**src/rtl/tx_write_arbiter.sv**
```systemverilog
// rtl/tx_write_arbiter.sv - round-robin arbiter sharing the UART TX FIFO write port
// between two byte producers, each behind a one-byte holding register.
module tx_write_arbiter #(
   parameter int NB_ARB_DATA  = 8,
   parameter int NB_ARB_COUNT = 16
) (
   input  logic                    i_clk,
   input  logic                    i_reset,
   input  logic                    i_arb_valid0,
   input  logic [NB_ARB_DATA-1:0]  i_arb_data0,
   output logic                    o_arb_ready0,
   input  logic                    i_arb_valid1,
   input  logic [NB_ARB_DATA-1:0]  i_arb_data1,
   output logic                    o_arb_ready1,
   input  logic                    i_arb_FULL,
   output logic                    o_arb_WRITE,
   output logic [NB_ARB_DATA-1:0]  o_arb_WRITEDATA,
   output logic [NB_ARB_COUNT-1:0] o_arb_COUNT
);

   typedef enum logic [1:0] {
      ARB_IDLE  = 2'b01,
      ARB_WRITE = 2'b10
   } arb_state_t;

   arb_state_t              r_state;
   arb_state_t              w_state_next;
   logic [NB_ARB_DATA-1:0]  r_hold0;
   logic [NB_ARB_DATA-1:0]  r_hold1;
   logic                    r_hold_valid0;
   logic                    r_hold_valid1;
   logic                    r_last_grant;
   logic                    r_write;
   logic [NB_ARB_DATA-1:0]  r_writedata;
   logic [NB_ARB_COUNT-1:0] r_count;

   logic                    w_grant0;
   logic                    w_grant1;
   logic                    w_write_next;
   logic                    w_last_grant_next;
   logic [NB_ARB_DATA-1:0]  w_writedata_next;
   logic [NB_ARB_COUNT-1:0] w_count_next;
   logic                    w_accept0;
   logic                    w_accept1;

   assign o_arb_ready0    = ~r_hold_valid0;
   assign o_arb_ready1    = ~r_hold_valid1;
   assign o_arb_WRITE     = r_write;
   assign o_arb_WRITEDATA = r_writedata;
   assign o_arb_COUNT     = r_count;

   assign w_accept0 = i_arb_valid0 & ~r_hold_valid0;
   assign w_accept1 = i_arb_valid1 & ~r_hold_valid1;

   always_ff @(posedge i_clk) begin
      if (i_reset) begin
         r_state <= ARB_IDLE;
      end else begin
         r_state <= w_state_next;
      end
   end

   always_comb begin
      w_state_next      = ARB_IDLE;
      w_write_next      = 1'b0;
      w_writedata_next  = r_writedata;
      w_count_next      = r_count;
      w_last_grant_next = r_last_grant;
      w_grant0          = 1'b0;
      w_grant1          = 1'b0;
      case (r_state)
         ARB_IDLE: begin
            if (!i_arb_FULL && (r_hold_valid0 || r_hold_valid1)) begin
               // On a tie the requester that did not win last time goes first
               if (r_hold_valid0 && (!r_hold_valid1 || r_last_grant)) begin
                  w_grant0          = 1'b1;
                  w_writedata_next  = r_hold0;
                  w_last_grant_next = 1'b0;
               end else begin
                  w_grant1          = 1'b1;
                  w_writedata_next  = r_hold1;
                  w_last_grant_next = 1'b1;
               end
               w_write_next = 1'b1;
               w_count_next = r_count + NB_ARB_COUNT'(1);
               w_state_next = ARB_WRITE;
            end
         end
         ARB_WRITE: begin
            w_state_next = ARB_IDLE;
         end
         default: begin
            w_state_next = ARB_IDLE;
         end
      endcase
   end

   always_ff @(posedge i_clk) begin
      if (i_reset) begin
         r_hold0       <= '0;
         r_hold1       <= '0;
         r_hold_valid0 <= 1'b0;
         r_hold_valid1 <= 1'b0;
         r_last_grant  <= 1'b1;
         r_write       <= 1'b0;
         r_writedata   <= '0;
         r_count       <= '0;
      end else begin
         if (w_grant0) begin
            r_hold_valid0 <= 1'b0;
         end else if (w_accept0) begin
            r_hold0       <= i_arb_data0;
            r_hold_valid0 <= 1'b1;
         end
         if (w_grant1) begin
            r_hold_valid1 <= 1'b0;
         end else if (w_accept1) begin
            r_hold1       <= i_arb_data1;
            r_hold_valid1 <= 1'b1;
         end
         r_last_grant <= w_last_grant_next;
         r_write      <= w_write_next;
         r_writedata  <= w_writedata_next;
         r_count      <= w_count_next;
      end
   end

endmodule

```
**config.mk**
```make
export PLATFORM = sky130hd
export DESIGN_NAME = tx_write_arbiter
export DESIGN_NICKNAME = d
export VERILOG_FILES = /design/src/rtl/tx_write_arbiter.sv
export SDC_FILE = /design/constraint.sdc
export NUM_CORES = 1
export LEC_CHECK = 0
export BUFFER_PORTS_ARGS = -buffer_cell sky130_fd_sc_hd__buf_2
export CAP_MARGIN = 5
export CORE_MARGIN = 2
export CORE_UTILIZATION = 40
export DETAILED_ROUTE_END_ITERATION = 6
export PLACE_DENSITY = 0.62
export RECOVER_POWER = 50
export SLEW_MARGIN = 25
export SYNTH_ARGS = -nofsm -noshare
export SYNTH_HDL_FRONTEND = slang
export SYNTH_SLANG_ARGS = --single-unit
```
**constraint.sdc**
```tcl
create_clock -name i_clk -period 1.8 [get_ports i_clk]
set_input_delay 0.18 -clock i_clk [delete_from_list [all_inputs] [get_ports i_clk]]
set_output_delay 0.18 -clock i_clk [all_outputs]
set_load 0.02 [all_outputs]
```
==> results.py, run 1 <==
metrics = {
    "run_status": {
        "status": "completed",
    },
    "cts": {
        "htreeDepth": 2,
        "clock_path_buffers": 2,
        "cts.root.buffer_cell": "clkbuf_8",
        "cts_sinks": 45,
        "tritoncts": "done",
        "postCtsHoldBufs": 0,
        "clkTransAtPathRegs_ps": 90,
        "postCtsSetupBuffers": 0,
        "clock_latency_ps": 300,
        "cts_resized": 0,
        "cts_buffers": 5,
    },
    "finish": {
        "layout-area-overhead-vs-synth_pct": 22.3,
        "n_fill_cell": 437,
        "final_layout_size_suffix_gt1_share_pct": 17.8,
        "nNetsFinal": 263,
        "fin_cells": 294,
        "antennaDiodeCount": 0,
        "multi_input_area_um2": 813,
        "regArea_um2": 901,
    },
    "power_and_ir_drop": {
        "p_per_area_nw_per_um2": 859,
        "p_leak_uw": 0.000881,
        "irDropWorstVdd_mv": 0.506,
        "p_total_uw": 1870,
    },
    "grt": {
        "grt_pass1_vias": 1347,
        "grt_usage_pct": 16.0,
        "grt_start_max_net_pins": 25,
        "grt_pass1_wl_mm": 6.32,
        "overflow": 0,
        "antenna_found_initial": 0,
    },
    "timing": {
        "fin_tns_setup_ps": 0,
        "setup_viol": 0,
        "fin_crit_ps": 1610,
        "skew_ps": 7.75,
        "fmax_ghz": 0.620,
        "slew_violations": 0,
        "finalHoldViolations": 0,
        "relSlewSlack_pct": 55.2,
        "rsz0062_at_grt": "false",
        "period_share_pct": 89.5,
        "worstMarginPinSlew_ps": 672,
    },
    "route": {
        "routed_wl_mm": 3.88,
        "viasPerCell": 5.08,
        "vias": 1493,
        "drc": 0,
        "avgRoutedWirePerCell_um": 13.2,
        "drt_iter0_markers": 121,
        "dr.pass1.iters": 4,
        "ant_nets": 0,
    },
    "synthesis": {
        "synthTopCellsByArea": "dfxtp_1 51%, mux2i_1 9.6%, nor2_1 8.2%, a222oi_1 4.5%, xor2_1 2.5%",
        "mappedNetlistNets": 207,
        "syn_area_per_cell_um2": 9.62,
        "ys_async_sr_fraction_pct": 0,
        "synth-seq-area-share_pct": 50.6,
        "synth-seq-cells": 45,
        "synth_cell_types": 34,
        "synth_top_flop_cell": "dfxtp_1",
        "syn_inst": 185,
        "synth_top_cell_by_area": "dfxtp_1",
        "synth_edf_count": 0,
        "synth_top_area_share_pct": 50.6,
        "synth_area_um2": 1780,
        "synth_warnings": 0,
    },
    "worst_setup_path": {
        "critPathCapture": "o_arb_COUNT[15]$_SDFFE_PP0P_",
        "start_kind": "flip-flop",
        "end_kind": "flip-flop",
        "critPathMaxFanout": 5,
        "arrival_ps": 1800,
        "path_class": "flip-flop to flip-flop",
        "cp.required_ps": 1990,
        "startpoint": "r_state[1]$_SDFF_PP0_",
        "r2r-end": "o_arb_COUNT[15]$_SDFFE_PP0P_",
        "rr_worst_depth": 4,
        "r2r_setup_slack_ps": 190,
        "worstReg2RegStart": "r_state[1]$_SDFF_PP0_",
    },
    "floorplanning": {
        "core_um2": 4320,
        "fp.dieW_um": 70.7,
        "design.die.area_um2": 5000,
        "fp.dieH_um": 70.7,
        "rows": 24,
        "start_util_pct": 41.2,
        "io-pin-count": 48,
    },
    "placed_design": {
        "place_inst": 286,
        "routabilityCongestion": 0.765,
        "hpwl_mm": 2.68,
        "port_buffers": 47,
    },
    "hold_path": {
        "hold_class": "primary input to flip-flop",
    },
    "run": {
        "cap_viol_max_count": 0,
    },
}
[cell families (layout without fill, tap and decap cells)]
group | after synthesis | in the layout | share of synthesized area [%]
AOI/OAI and AO/OA | 24 | 24 | 11.0
xor gates and xnor gates | 9 | 9 | 4.43
adders and majority gates | 1 | 1 | 0.703
buffers and inverters | 17 | 74 | 3.72
DFF | 45 | 45 | 50.6
muxes | 18 | 18 | 10.2
and+or+nand+nor | 71 | 71 | 19.3
[flip-flops by register name (all words and copies together) (netlist names)]
name,cells
o_arb_COUNT,16
o_arb_WRITEDATA,8
r_hold0,8
r_hold1,8
r_state,2
r_hold_valid0,1
r_hold_valid1,1
r_last_grant,1
[cells in the mapped netlist (4+ instances only)]
cell type,instances
a21oi_1,4
clkbuf_1,10
xor2_1,5
dfxtp_1,45
mux2i_1,17
nor3_1,4
a222oi_1,8
xnor2_1,4
inv_1,5
nand2_1,5
nor2_1,39
nand4_1,4
[critical path, cell delays in order (launching register included)]
cell and delay (ps):
dfxtp_1 340, nand4bb_1 290, or2_1 320, nor4_1 200
mux2_1 350
[power by group]
group          switching, µW  internal (µW)  total [µW]
clock network            341            268         609
logic                    116           86.0         202
registers               24.8           1040        1060
total                    482           1390        1870
[worst min-delay path by stage]
stage,from,cells past startpoint,end
after floorplan,i_arb_data0[0],2,r_hold0[0]$_SDFFE_PP0P_
after global placement,i_arb_data1[1],3,r_hold1[1]$_SDFFE_PP0P_
after detailed placement,i_arb_data1[4],3,r_hold1[4]$_SDFFE_PP0P_
after CTS,i_arb_data1[3],3,r_hold1[3]$_SDFFE_PP0P_
after global routing,i_arb_data1[3],3,r_hold1[3]$_SDFFE_PP0P_
final,i_arb_data1[7],3,r_hold1[7]$_SDFFE_PP0P_
[metal layers]
| metal | share of wire (%) | track usage (%) | routed length, µm | vias to the layer above |
|---|---|---|---|---|
| li1 | - | - | - | 768 |
| met1 | 48 | 21.4 | 1870 | 674 |
| met2 | 44 | 23.6 | 1700 | 46 |
| met3 | 6.4 | 5.56 | 248 | 5 |
| met4 | 1.5 | 6.71 | 59 | 0 |
| met5 | 0 | 0 | 0 | - |
[cell usage in the layout, fill, tap and decap left out, types with 2 or more instances in the layout]
cell	Yosys	final
dfxtp_1	45	45
nor2_1	39	39
clkbuf_1	10	29
buf_2	2	22
mux2i_1	17	17
buf_4	0	10
a222oi_1	8	8
inv_1	5	5
xor2_1	5	5
nand2_1	5	5
clkbuf_8	0	5
nor3_1	4	4
nand4_1	4	4
a21oi_1	4	4
xnor2_1	4	4
nor2b_1	3	3
nor4_1	3	3
o31ai_1	3	3
or4_1	3	3
nand3_1	3	3
o211a_1	2	2
o211ai_1	2	2
clkinv_2	0	2
[final cells by class]
class / instances / share of cell area [%]
Clock buffer: 5 / 3.16
Clock inverter: 3 / 0.804
Inverter: 5 / 0.862
Multi-Input combinational cell: 123 / 37.3
Sequential cell: 45 / 41.4
Tap cell: 52 / 2.99
Timing Repair Buffer: 61 / 13.5
[metrics by stage]
step / instance area, µm² / util (%) / setup slack (ps) / hold slack (ps)
finish: 2180 / 50.4 / 188 / 111
floorplan: 1780 / - / 40.9 / 327
global placement: 2140 / 49.5 / 226 / 417
global route: 2180 / 50.4 / 49.7 / 108
CTS: 2220 / 51.4 / 194 / 107
detailed placement: 2140 / 49.5 / 214 / 424
(Power assumes the default switching activity.)
==> run 2: changes to the inputs <==
ABC_AREA = 1   (was unset)
PLACE_DENSITY = 0.61   (was 0.62)
==> results.py, run 2 <==
metrics = {
    "finish": {
        "antennaDiodeCount": 0,
        "nNetsFinal": 360,
        "final_common_cell": "nand2_1",
        "fin_cells": 406,
        "layout-area-overhead-vs-synth_pct": 18.1,
        "largest_register_ffs": 16,
        "final_cell_mix": "60 x nand2_1, 49 x nor2_1, 45 x dfxtp_1, 34 x inv_1, 30 x o21ai_0",
        "n_fill_cell": 520,
        "final_layout_size_suffix_gt1_share_pct": 13.6,
        "final_util_pct": 49.4,
    },
    "grt": {
        "grt_pass1_wl_mm": 7.89,
        "overflow": 0,
        "grt_pass1_vias": 1794,
        "grt_start_max_net_pins": 33,
        "antenna_found_initial": 0,
        "grt_usage_pct": 18.9,
    },
    "worst_setup_path": {
        "start_kind": "flip-flop",
        "cp.required_ps": 2010,
        "r2r-end": "o_arb_COUNT[8]$_SDFFE_PP0P_",
        "critPathMaxFanout": 6,
        "path_common_cell": "nand2_1",
        "r2r_setup_slack_ps": 430,
        "rr_worst_depth": 8,
        "cp_cell_sequence": "ha_1 -> nand2_1 -> inv_1 -> nand2_1 -> nor2_4 -> nand2_2 -> o21ai_1 -> nor2_1",
        "end_kind": "flip-flop",
        "crit_path_max_incr_delay_ps": 410,
        "worstReg2RegStart": "o_arb_COUNT[0]$_SDFFE_PP0P_",
        "arrival_ps": 1590,
        "worst_path_max_delay_cell": "dfxtp_1",
        "path_class": "flip-flop to flip-flop",
    },
    "synthesis": {
        "synth_cell_types": 23,
        "synth.most_common_cell": "nand2_1",
        "synthTopCellsByArea": "dfxtp_1 45%, nand2_1 11%, nor2_1 9.2%, o21ai_0 7.5%, inv_1 6.4%",
        "mappedNetlistNets": 311,
        "synth_edf_count": 0,
        "ys_async_sr_fraction_pct": 0,
        "syn_inst": 289,
        "synth_top_flop_cell": "dfxtp_1",
        "synth_area_um2": 2000,
        "synth_top_cell_by_area": "dfxtp_1",
        "synth_warnings": 0,
        "synth_top_area_share_pct": 45.0,
        "synth-seq-cells": 45,
        "syn_area_per_cell_um2": 6.93,
        "ys_top_cells_by_count": "60 x nand2_1, 49 x nor2_1, 45 x dfxtp_1",
        "synth-seq-area-share_pct": 45.0,
    },
    "timing": {
        "relSlewSlack_pct": 69.2,
        "slew_violations": 0,
        "worstMarginPinSlew_ps": 461,
        "fin_crit_ps": 1370,
        "skew_ps": 7.39,
        "fin_tns_setup_ps": 0,
        "finalHoldViolations": 0,
        "fmax_ghz": 0.728,
        "hold_ws_ps": 89.2,
        "period_share_pct": 76.3,
        "setup_viol": 0,
        "rsz0062_at_grt": "false",
    },
    "floorplanning": {
        "fp.dieW_um": 74.8,
        "start_util_pct": 41.9,
        "core_um2": 4790,
        "fp.dieH_um": 74.8,
        "io-pin-count": 48,
        "rows": 25,
        "design.die.area_um2": 5590,
    },
    "run": {
        "cap_viol_max_count": 0,
    },
    "route": {
        "vias": 1920,
        "dr.pass1.iters": 4,
        "viasPerCell": 4.73,
        "ant_nets": 0,
        "routed_wl_mm": 4.77,
        "avgRoutedWirePerCell_um": 11.7,
        "drc": 0,
        "drt_iter0_markers": 80,
    },
    "placed_design": {
        "place_inst": 398,
        "port_buffers": 47,
        "routabilityCongestion": 0.899,
        "hpwl_mm": 3.54,
    },
    "cts": {
        "cts_sinks": 45,
        "cts_resized": 0,
        "clock_path_buffers": 2,
        "htreeDepth": 2,
        "postCtsHoldBufs": 0,
        "clkTransAtPathRegs_ps": 90,
        "cts_buffers": 5,
        "cts.root.buffer_cell": "clkbuf_8",
        "clock_latency_ps": 310,
        "postCtsSetupBuffers": 0,
        "tritoncts": "done",
    },
    "hold_path": {
        "hold_start": "i_arb_data1[0]",
        "holdPathEnd": "r_hold1[0]$_SDFFE_PP0P_",
        "hold_depth": 3,
        "hold_class": "primary input to flip-flop",
    },
    "run_status": {
        "status": "completed",
    },
    "power_and_ir_drop": {
        "p_per_area_nw_per_um2": 845,
        "p_leak_uw": 0.000981,
        "p_total_uw": 2000,
        "irDropWorstVdd_mv": 0.470,
    },
}
==> run 2: critical path, delay by kind of cell (launching register included) <==
kind	cells	cell delay (ps)
buffers and inverters	1	90
adder cells (fa/ha/maj)	1	190
AO/OA/AOI/OAI	1	120
AND/OR/NAND/NOR	5	460
flip-flops	1	410
==> run 2: how the worst max path moves through the flow <==
stage / start / to / slack, ps / cells after the start
final: o_arb_COUNT[0]$_SDFFE_PP0P_ / o_arb_COUNT[8]$_SDFFE_PP0P_ / 430 / 8
after global routing: o_arb_COUNT[0]$_SDFFE_PP0P_ / o_arb_COUNT[14]$_SDFFE_PP0P_ / 260 / 8
after CTS: r_hold_valid0$_SDFFE_PP0P_ / o_arb_COUNT[8]$_SDFFE_PP0P_ / 420 / 7
after detailed placement: r_hold_valid0$_SDFFE_PP0P_ / o_arb_COUNT[8]$_SDFFE_PP0P_ / 430 / 7
after global placement: r_hold_valid0$_SDFFE_PP0P_ / o_arb_COUNT[11]$_SDFFE_PP0P_ / 450 / 7
after floorplan: o_arb_COUNT[0]$_SDFFE_PP0P_ / o_arb_COUNT[8]$_SDFFE_PP0P_ / 390 / 8
==> run 2: cells by family after synthesis <==
kind of cell               Yosys count  share of synthesized area [%]
and+or+nand+nor                    139                           30.1
AOI/OAI and AO/OA                   57                           14.9
buffers and inverters               47                           9.37
DFF                                 45                           45.0
adders and majority gates            1                          0.625
==> run 2: per-stage QoR <==
step / worst slack (ps) / cell area [µm²]
floorplan: 394 / 2000
global placement: 445 / 2310
detailed placement: 430 / 2310
CTS: 420 / 2400
global route: 265 / 2360
finish: 427 / 2360
==> run 2: cell type report <==
class                      instances  area (µm²)  share of cell area [%]
timing repair buffer              51         233                    9.84
sequential                        45         901                    38.1
tap                               67        83.8                    3.54
clock inverter                     3        21.3                   0.899
clock buffer                       5        68.8                    2.91
inverter                          38         143                    6.03
multi-input combinational        197         915                    38.7
==> run 2: report_power, final <==
| group | leakage (µW) | internal (µW) | switching [µW] |
|---|---|---|---|
| Combinational | 0.000568 | 87.2 | 174 |
| Clock | 0.0000445 | 276 | 377 |
| Sequential | 0.000368 | 1050 | 35.4 |
==> run 2: per-layer routing <==
| metal | vias to the layer above | track usage (%) | wire length, µm |
|---|---|---|---|
| met5 | - | 0 | 0 |
| met4 | 0 | 6.75 | 68 |
| met3 | 7 | 3.75 | 184 |
| met2 | 37 | 35.4 | 2460 |
| met1 | 855 | 21.3 | 2060 |
| li1 | 1021 | - | - |
